`src/rtl/reg_file_wr_arb.sv`:
```
// rtl/reg_file_wr_arb.sv - round-robin write-port arbiter for reg_file; optional clear sequencer under REG_ARB_CLEAR_EN
module reg_file_wr_arb #(
  parameter int BITS  = 16,
  parameter int ADDR  = 4,
  parameter int DEPTH = 16,
  parameter int NREQ  = 4
) (
  input  logic                   clk,
  input  logic                   rstn,
  input  logic [NREQ-1:0]        req,
  input  logic [NREQ*ADDR-1:0]   req_addr,
  input  logic [NREQ*BITS-1:0]   req_data,
  output logic [NREQ-1:0]        gnt,
  input  logic                   clr_req,
  output logic                   busy,
  output logic                   clr_done,
  output logic                   we,
  output logic [ADDR-1:0]        wa,
  output logic [BITS-1:0]        wd
);

  localparam int PW = (NREQ > 1) ? $clog2(NREQ) : 1;

  // Registered write-port state; every output is a flop.
  logic [PW-1:0]   ptr_q,  ptr_d;
  logic [NREQ-1:0] gnt_q,  gnt_d;
  logic            we_q,   we_d;
  logic [ADDR-1:0] wa_q,   wa_d;
  logic [BITS-1:0] wd_q,   wd_d;

  // Arbitration result for the current cycle.
  logic [NREQ-1:0] elig;
  logic            win_found;
  logic [NREQ-1:0] win_oh;
  logic [PW-1:0]   win_next;
  logic [ADDR-1:0] win_addr;
  logic [BITS-1:0] win_data;
  logic [PW:0]     scan_sum;
  logic [PW-1:0]   scan_idx;
  logic            arb_en;

`ifdef REG_ARB_CLEAR_EN
  typedef enum logic {
    IDLE  = 1'b0,
    CLEAR = 1'b1
  } state_e;

  state_e          state_q, state_d;
  logic [ADDR-1:0] cnt_q,   cnt_d;
  logic            busy_q,  busy_d;
  logic            done_q,  done_d;

  assign busy     = busy_q;
  assign clr_done = done_q;
`else
  // Without the clear sequencer the command input has no effect.
  logic unused_clr_req;
  assign unused_clr_req = clr_req;
  assign busy           = 1'b0;
  assign clr_done       = 1'b0;
`endif

  assign gnt = gnt_q;
  assign we  = we_q;
  assign wa  = wa_q;
  assign wd  = wd_q;

  // Scan eligible requesters starting at ptr; last cycle's grantee is masked
  // so a requester dropping req on its grant edge is not granted again.
  always_comb begin
    elig      = req & ~gnt_q;
    win_found = 1'b0;
    win_oh    = '0;
    win_next  = '0;
    scan_sum  = '0;
    scan_idx  = '0;
    for (int k = 0; k < NREQ; k++) begin
      scan_sum = {1'b0, ptr_q} + (PW+1)'(k);
      if (scan_sum >= (PW+1)'(NREQ)) begin
        scan_sum = scan_sum - (PW+1)'(NREQ);
      end
      scan_idx = scan_sum[PW-1:0];
      if (!win_found && elig[scan_idx]) begin
        win_found        = 1'b1;
        win_oh[scan_idx] = 1'b1;
        win_next         = (scan_idx == PW'(NREQ-1)) ? '0 : scan_idx + 1'b1;
      end
    end
  end

  // Select the winner's address and data from the packed request buses.
  always_comb begin
    win_addr = '0;
    win_data = '0;
    for (int i = 0; i < NREQ; i++) begin
      if (win_oh[i]) begin
        win_addr = req_addr[i*ADDR +: ADDR];
        win_data = req_data[i*BITS +: BITS];
      end
    end
  end

`ifdef REG_ARB_CLEAR_EN
  // Next state: a clear command beats any request at the same edge; the last
  // clear cycle hands back to IDLE and may grant in the same edge.
  always_comb begin
    state_d = state_q;
    cnt_d   = cnt_q;
    busy_d  = 1'b0;
    done_d  = 1'b0;
    ptr_d   = ptr_q;
    gnt_d   = '0;
    we_d    = 1'b0;
    wa_d    = wa_q;
    wd_d    = wd_q;
    arb_en  = 1'b1;
    case (state_q)
      IDLE: begin
        if (clr_req) begin
          state_d = CLEAR;
          arb_en  = 1'b0;
          cnt_d   = '0;
          busy_d  = 1'b1;
          we_d    = 1'b1;
          wa_d    = '0;
          wd_d    = '0;
        end
      end
      CLEAR: begin
        if (cnt_q == ADDR'(DEPTH-1)) begin
          state_d = IDLE;
          done_d  = 1'b1;
        end else begin
          arb_en  = 1'b0;
          cnt_d   = cnt_q + 1'b1;
          busy_d  = 1'b1;
          we_d    = 1'b1;
          wa_d    = cnt_q + 1'b1;
          wd_d    = '0;
        end
      end
      default: begin
        state_d = IDLE;
        arb_en  = 1'b0;
      end
    endcase
    if (arb_en && win_found) begin
      gnt_d = win_oh;
      we_d  = 1'b1;
      wa_d  = win_addr;
      wd_d  = win_data;
      ptr_d = win_next;
    end
  end

  // Clear-sequencer state register.
  always_ff @(posedge clk or negedge rstn) begin
    if (!rstn) begin
      state_q <= IDLE;
      cnt_q   <= '0;
      busy_q  <= 1'b0;
      done_q  <= 1'b0;
    end else begin
      state_q <= state_d;
      cnt_q   <= cnt_d;
      busy_q  <= busy_d;
      done_q  <= done_d;
    end
  end
`else
  // Next state: plain arbitration every edge; wa/wd hold when nobody wins.
  always_comb begin
    ptr_d  = ptr_q;
    gnt_d  = '0;
    we_d   = 1'b0;
    wa_d   = wa_q;
    wd_d   = wd_q;
    arb_en = 1'b1;
    if (arb_en && win_found) begin
      gnt_d = win_oh;
      we_d  = 1'b1;
      wa_d  = win_addr;
      wd_d  = win_data;
      ptr_d = win_next;
    end
  end
`endif

  // Arbitration and write-port registers.
  always_ff @(posedge clk or negedge rstn) begin
    if (!rstn) begin
      ptr_q <= '0;
      gnt_q <= '0;
      we_q  <= 1'b0;
      wa_q  <= '0;
      wd_q  <= '0;
    end else begin
      ptr_q <= ptr_d;
      gnt_q <= gnt_d;
      we_q  <= we_d;
      wa_q  <= wa_d;
      wd_q  <= wd_d;
    end
  end

endmodule

```
`config.mk`:
```
export PLATFORM = sky130hd
export DESIGN_NAME = reg_file_wr_arb
export DESIGN_NICKNAME = d
export VERILOG_FILES = /design/src/rtl/reg_file_wr_arb.sv
export SDC_FILE = /design/constraint.sdc
export NUM_CORES = 1
export LEC_CHECK = 0
export ABC_CLOCK_PERIOD_IN_PS = 2650
export CAP_MARGIN = 20
export CORE_MARGIN = 4
export CORE_UTILIZATION = 36
export DETAILED_ROUTE_END_ITERATION = 6
export PLACE_DENSITY = 0.88
export REMOVE_ABC_BUFFERS = 1
export SETUP_SLACK_MARGIN = 0.02
export SLEW_MARGIN = 25
export SYNTH_ARGS = -nofsm -noshare
export SYNTH_HDL_FRONTEND = slang
export SYNTH_SLANG_ARGS = --single-unit
```
`constraint.sdc`:
```
create_clock -name clk -period 2.65 [get_ports clk]
set_input_delay 0.795 -clock clk [delete_from_list [all_inputs] [get_ports clk]]
set_output_delay 0.795 -clock clk [all_outputs]
set_load 0.02 [all_outputs]
```
Yosys cells after proc, flatten, opt, wreduce, memory -nomap -nowiden
Cells that the tools add are included.
{"block": "totals", "in_bits": 87, "out_inout_bits": 27, "elab_cells": 93, "register_bits": 27}
{"block": "op_classes", "addsub": 11, "n_reduce_logical": 10, "eq_ne": 4, "bitwise_logic": 5, "n_mux": 46, "magnitude_cmp": 12}
{"op": "16-bit two-way mux", "n": 4}
{"op": "4-bit two-way mux", "n": 9}
{"op": "2-bit two-way mux", "n": 12}
{"op": "1-bit two-way mux", "n": 13}
{"op": "2-bit by 3-bit < comparator with 1-bit output (second input constant)", "n": 4}
{"op": "4-bit bitwise OR", "n": 3}
{"op": "3-bit greater-or-equal comparator (second input constant)", "n": 3}
{"op": "2-bit by 1-bit adder with 2-bit output (second input constant)", "n": 4}
{"op": "1-bit binary-select mux with 2-bit select", "n": 4}
{"op": "1-bit demux with 2-bit select", "n": 4}
{"op": "2-bit == test (second input constant)", "n": 4}
{"op": "2-bit by 1-bit greater-or-equal comparator with 1-bit output (second input constant)", "n": 4}
{"op": "2-bit by 1-bit subtractor with 2-bit output (second input constant)", "n": 4}
{"op": "1-bit logical AND", "n": 7}
{"op": "2-bit by 2-bit adder with 3-bit output (second input constant)", "n": 2}
{"op": "4-bit bitwise AND", "n": 1}
{"op": "4-bit inverter", "n": 1}
{"op": "2-bit by 1-bit adder with 3-bit output (second input constant)", "n": 1}
{"op": "2-bit by 3-bit greater-or-equal comparator with 1-bit output (second input constant)", "n": 1}
{"op": "1-bit logical NOT", "n": 3}

Longest topological paths before layout
{"block": "depth", "word_depth": 18, "mapped_depth": 10, "mapped_depth_nobuf": 8}

Worst setup path after synthesis
OpenSTA, ideal clock, no wires.
{"block": "synth_timing", "kind": "input -> register", "from": "in req[3]", "to": "reg wa_q[0] (netlist: wa[0])", "stages": 9, "n_path_buf": 2, "t_arrival_ns": 2.707, "setup_slack_ns": -0.183, "required_time_ns": 2.524, "cell_sequence": "nor2b_4 > mux4_2 > buf_6 > and2_4 > nor4_4 > buf_6 > a21boi_1 > a31o_1 > a221o_1"}
{"block": "synth_via", "elab_chain_cells": 17, "elab_cells_between_ends": 30, "classes_between": "mux: 20; bitwise: 4; reduce/logical: 6"}
{"element": "from (decl)", "line": "10", "source": "input logic [NREQ-1:0] req,"}
{"element": "4-bit bitwise AND (*)", "line": "71", "source": "elig = req & ~gnt_q;"}
{"element": "1-bit binary-select mux with 2-bit select", "line": "83", "source": "if (!win_found && elig[scan_idx]) begin"}
{"element": "1-bit two-way mux (not written as such)", "line": "83"}
{"element": "1-bit two-way mux", "line": "83"}
{"element": "1-bit logical NOT", "line": "83"}
{"element": "1-bit logical AND", "line": "83"}
{"element": "1-bit two-way mux", "line": "83"}
{"element": "1-bit logical NOT", "line": "83"}
{"element": "1-bit logical AND", "line": "83"}
{"element": "1-bit two-way mux", "line": "83"}
{"element": "1-bit logical NOT", "line": "83"}
{"element": "1-bit logical AND", "line": "83"}
{"element": "4-bit two-way mux", "line": "83"}
{"element": "4-bit two-way mux (4 in a row)", "line": "96", "source": "if (win_oh[i]) begin"}
{"element": "to (signal assigned)", "line": "201", "source": "wa_q <= wa_d;"}
{"element": "to (decl)", "line": "28", "source": "logic [ADDR-1:0] wa_q, wa_d;"}
Every way passes the cells marked *; elsewhere a longest branch is shown, timed or not. The select of a mux whose other input is x is not followed.
A chain may end at the register's enable or synchronous reset.

Final worst setup path
{"block": "layout_timing", "from": "in req[1]", "to": "reg wd_q[6] (netlist: wd[6])"}
{"block": "layout_via", "elab_chain_cells": 17, "elab_cells_between_ends": 30, "classes_between": "mux: 20; bitwise: 4; reduce/logical: 6"}
{"element": "4-bit bitwise AND (*)", "line": "71"}
{"element": "1-bit binary-select mux with 2-bit select", "line": "83"}
{"element": "1-bit two-way mux (not written as such)", "line": "83"}
{"element": "1-bit two-way mux", "line": "83"}
{"element": "1-bit logical NOT", "line": "83"}
{"element": "1-bit logical AND", "line": "83"}
{"element": "1-bit two-way mux", "line": "83"}
{"element": "1-bit logical NOT", "line": "83"}
{"element": "1-bit logical AND", "line": "83"}
{"element": "1-bit two-way mux", "line": "83"}
{"element": "1-bit logical NOT", "line": "83"}
{"element": "1-bit logical AND", "line": "83"}
{"element": "4-bit two-way mux", "line": "83"}
{"element": "16-bit two-way mux (4 in a row)", "line": "96"}
{"element": "to (signal assigned)", "line": "202", "source": "wd_q <= wd_d;"}
{"element": "to (decl)", "line": "29", "source": "logic [BITS-1:0] wd_q, wd_d;"}
Marks and branches as above.

==> flow_metrics.env <==
export IMPL_outcome="finished with violations"
export IMPL_violations="setup timing"
export IMPL_leakagePower_nw=1.65
export IMPL_portBuffers=110
export IMPL_slew_violations=0
export IMPL_endpoint_kind="flop"
export IMPL_yosys_warnings=0
export IMPL_cp_max_fo=10
export IMPL_synth_area_leader_cell="dfrtp_1"
export IMPL_fin_crit_ps=2730
export IMPL_remaining_drc_errors=0
export IMPL_crit_chain="buf_6 > nor2b_4 > mux4_2 > buf_6 > a22oi_2 > o211ai_1 > buf_4 > buf_6 > a22o_1 > a221o_1"
export IMPL_ios=114
export IMPL_dr_total_vias=2627
export IMPL_synth_edf_count=0
export IMPL_ff2ff_setup_slack_ps=-70
export IMPL_die_y_um=84.5
export IMPL_gp_congestion=0.966
export IMPL_netlist_area_um2=2110
export IMPL_cap_violations=0
export IMPL_ys_top_cells_by_area="dfrtp_1 32%, a221o_1 9.5%, a22o_1 8.7%"
export IMPL_worst_setup_path_start_kind="input port"
export IMPL_peakVddDrop_v=0.000750
export IMPL_power_per_cell_area_nw_per_um2=1390
export IMPL_rows=27
export IMPL_dr_pass1_iters=4
export IMPL_finalSetupViolCount=20
export IMPL_critical_path_class="input port to flop"
export IMPL_synth_top_area_share=0.321
export IMPL_critPathMostFrequentCell="buf_6"
export IMPL_placed_area_um2=3530
export IMPL_die_area_um2=7140
export IMPL_finalHoldViolCount=0
export IMPL_cts_buffer_depth=2
export IMPL_finalCritPeriodShare=1.03
export IMPL_drt_wl_total_um=8980
export IMPL_cts_num_sinks=27
export IMPL_cp_required_ps=2810
export IMPL_cts_root_buf="clkbuf_8"
export IMPL_wl_per_cell_um=20.6
export IMPL_final_area_um2=3860
export IMPL_whs_path_depth=2
export IMPL_grt_pass1_wl_um=14000
export IMPL_syn_avg_cell_area_um2=10.2
export IMPL_layout_drive_gt1_share=0.275
export IMPL_detail_route_antenna_nets=0
export IMPL_grt_max_degree=28
export IMPL_cts_htree_levels=1
export IMPL_dpl_hpwl_um=5930
export IMPL_hold_class="flop to flop"
export IMPL_rr_endpoint="wd[6]"
export IMPL_hp_start="wd[15]"
export IMPL_grt_overflow=0
export IMPL_setup_tns_ps=-1090
export IMPL_grt_use_total=0.244
export IMPL_hold_buffers=0
export IMPL_drt_initial_drc_count=180
export IMPL_nets=458
export IMPL_grt_pass1_vias=2797
export IMPL_finalClockSkew_ps=3.44
export IMPL_clkLatencyLatePin_ps=280
export IMPL_die_w_um=84.5
export IMPL_fill_cells=411
export IMPL_cp_slowest_cell="mux4_2"
export IMPL_cp_arrival_ps=2890
export IMPL_synth_yosys_seq_area_share=0.321
export IMPL_netlist_instances=206
export IMPL_clk_transition_reported_paths_ps=100
export IMPL_antenna_found_initial=0
export IMPL_viasPerCell=6.03
export IMPL_grt_setup_unrepaired="yes"
export IMPL_cts_made_buffers=3
export IMPL_min_to="wd[15]"
export IMPL_worstReg2RegStart="ptr_q[1]"
export IMPL_num_antenna_cells=0
export IMPL_timing_fmax_mhz=366
export IMPL_slowest_delay_ps=540
export IMPL_initial_core_util=0.378
export IMPL_r2r_cells=11
export IMPL_syn2layout_area_growth_pct=83.4
export IMPL_synth_cell_types=40
export IMPL_async_flop_share=1.00
export IMPL_synth_most_common_cell="dfrtp_1"
export IMPL_setup_ws_ps=-79.0
export IMPL_synth_flop_cell="dfrtp_1"
export IMPL_yosys_top_cells_count="27 x dfrtp_1, 21 x a22o_1, 20 x a21boi_1, 20 x a221o_1, 20 x a31o_1"
export IMPL_coreArea_um2=5570
export IMPL_synth_seq_cells=27
export IMPL_tritoncts="built"
## how the worst max path moves through the flow
stage                  start      to  slack (ps)  depth (start not counted)
floorplan             req[0]   wa[0]       -1520                          4
global placement      req[2]   wd[6]        -710                          9
detailed placement    req[2]  wd[11]        -770                          9
CTS                   req[1]  wd[15]         -60                         10
global route        ptr_q[1]   wd[6]        -160                         11
finish                req[1]   wd[6]         -80                         10
## cell type report
class,count,area (µm²),share of cell area
repair buffers,172,1640,0.424
multi-input cells,153,1380,0.358
flip-flops and latches,27,676,0.175
well taps,72,90.1,0.0233
clock buffers,3,41.3,0.0107
inverters,8,30.0,0.00777
clock inverters,1,5.00,0.00130
## per-stage QoR
stage                     power, mW  setup slack, ps  cells  hold slack, ps  utilization
final                          5.38            -79.0    436             622        0.693
after global routing           5.67             -155    436             643        0.693
after CTS                      5.35            -61.0    437             620        0.697
after detailed placement       4.34             -768    409             588        0.633
after global placement         4.22             -709    409             587        0.633
after floorplan                2.73            -1520    186             499            -
## sequential cells by signal (all words and copies together) (netlist names)
name and count:
ptr_q 2, wa 4, wd 16, gnt 4, we 1
## power by group
group	switching, mW	internal [mW]	leakage [nW]	total (mW)
Clock	0.139	0.106	0.0255	0.245
Sequential	0.111	0.614	0.341	0.726
Combinational	2.15	2.27	1.28	4.41
## worst max-delay path: cells and delay by family
kind	cells	cell delay [ps]
AOI/OAI and AO/OA	4	800
buffers and inverters	4	610
muxes	1	540
and+or+nand+nor	1	130
## cells by family after synthesis
kind of cell,synth area share
other,0.00178
buffers and inverters,0.0772
muxes,0.0321
AOI/OAI and AO/OA,0.407
DFF,0.321
adders and majority gates,0.0356
and+or+nand+nor,0.125
## routing by layer
layer,GRT usage,routed length [µm],up-vias
li1,-,-,1147
met1,0.283,3330,1259
met2,0.423,4440,187
met3,0.0608,915,34
met4,0.112,291,0
met5,0,0,-
## cells in the final DEF (no fill, tap or decap), types with 4 or more instances in the layout
cell,n
nand2b_1,4
buf_6,15
nand3_1,6
a221o_1,20
a21boi_1,20
nor2b_4,4
buf_4,49
nor2_1,5
and2_4,5
a21oi_1,4
a22o_1,21
clkdlybuf4s50_1,106
inv_1,5
a31o_1,20
dfrtp_1,27
ha_1,5
## repair_timing
item / in CTS / in global routing
resized for setup: 48 / 5
pin swaps: 26 / 11
gates cloned: 5 / 0
setup buffers: 20 / 1
setup endpoints to repair: 22 / 21
(Power assumes the default switching activity.)
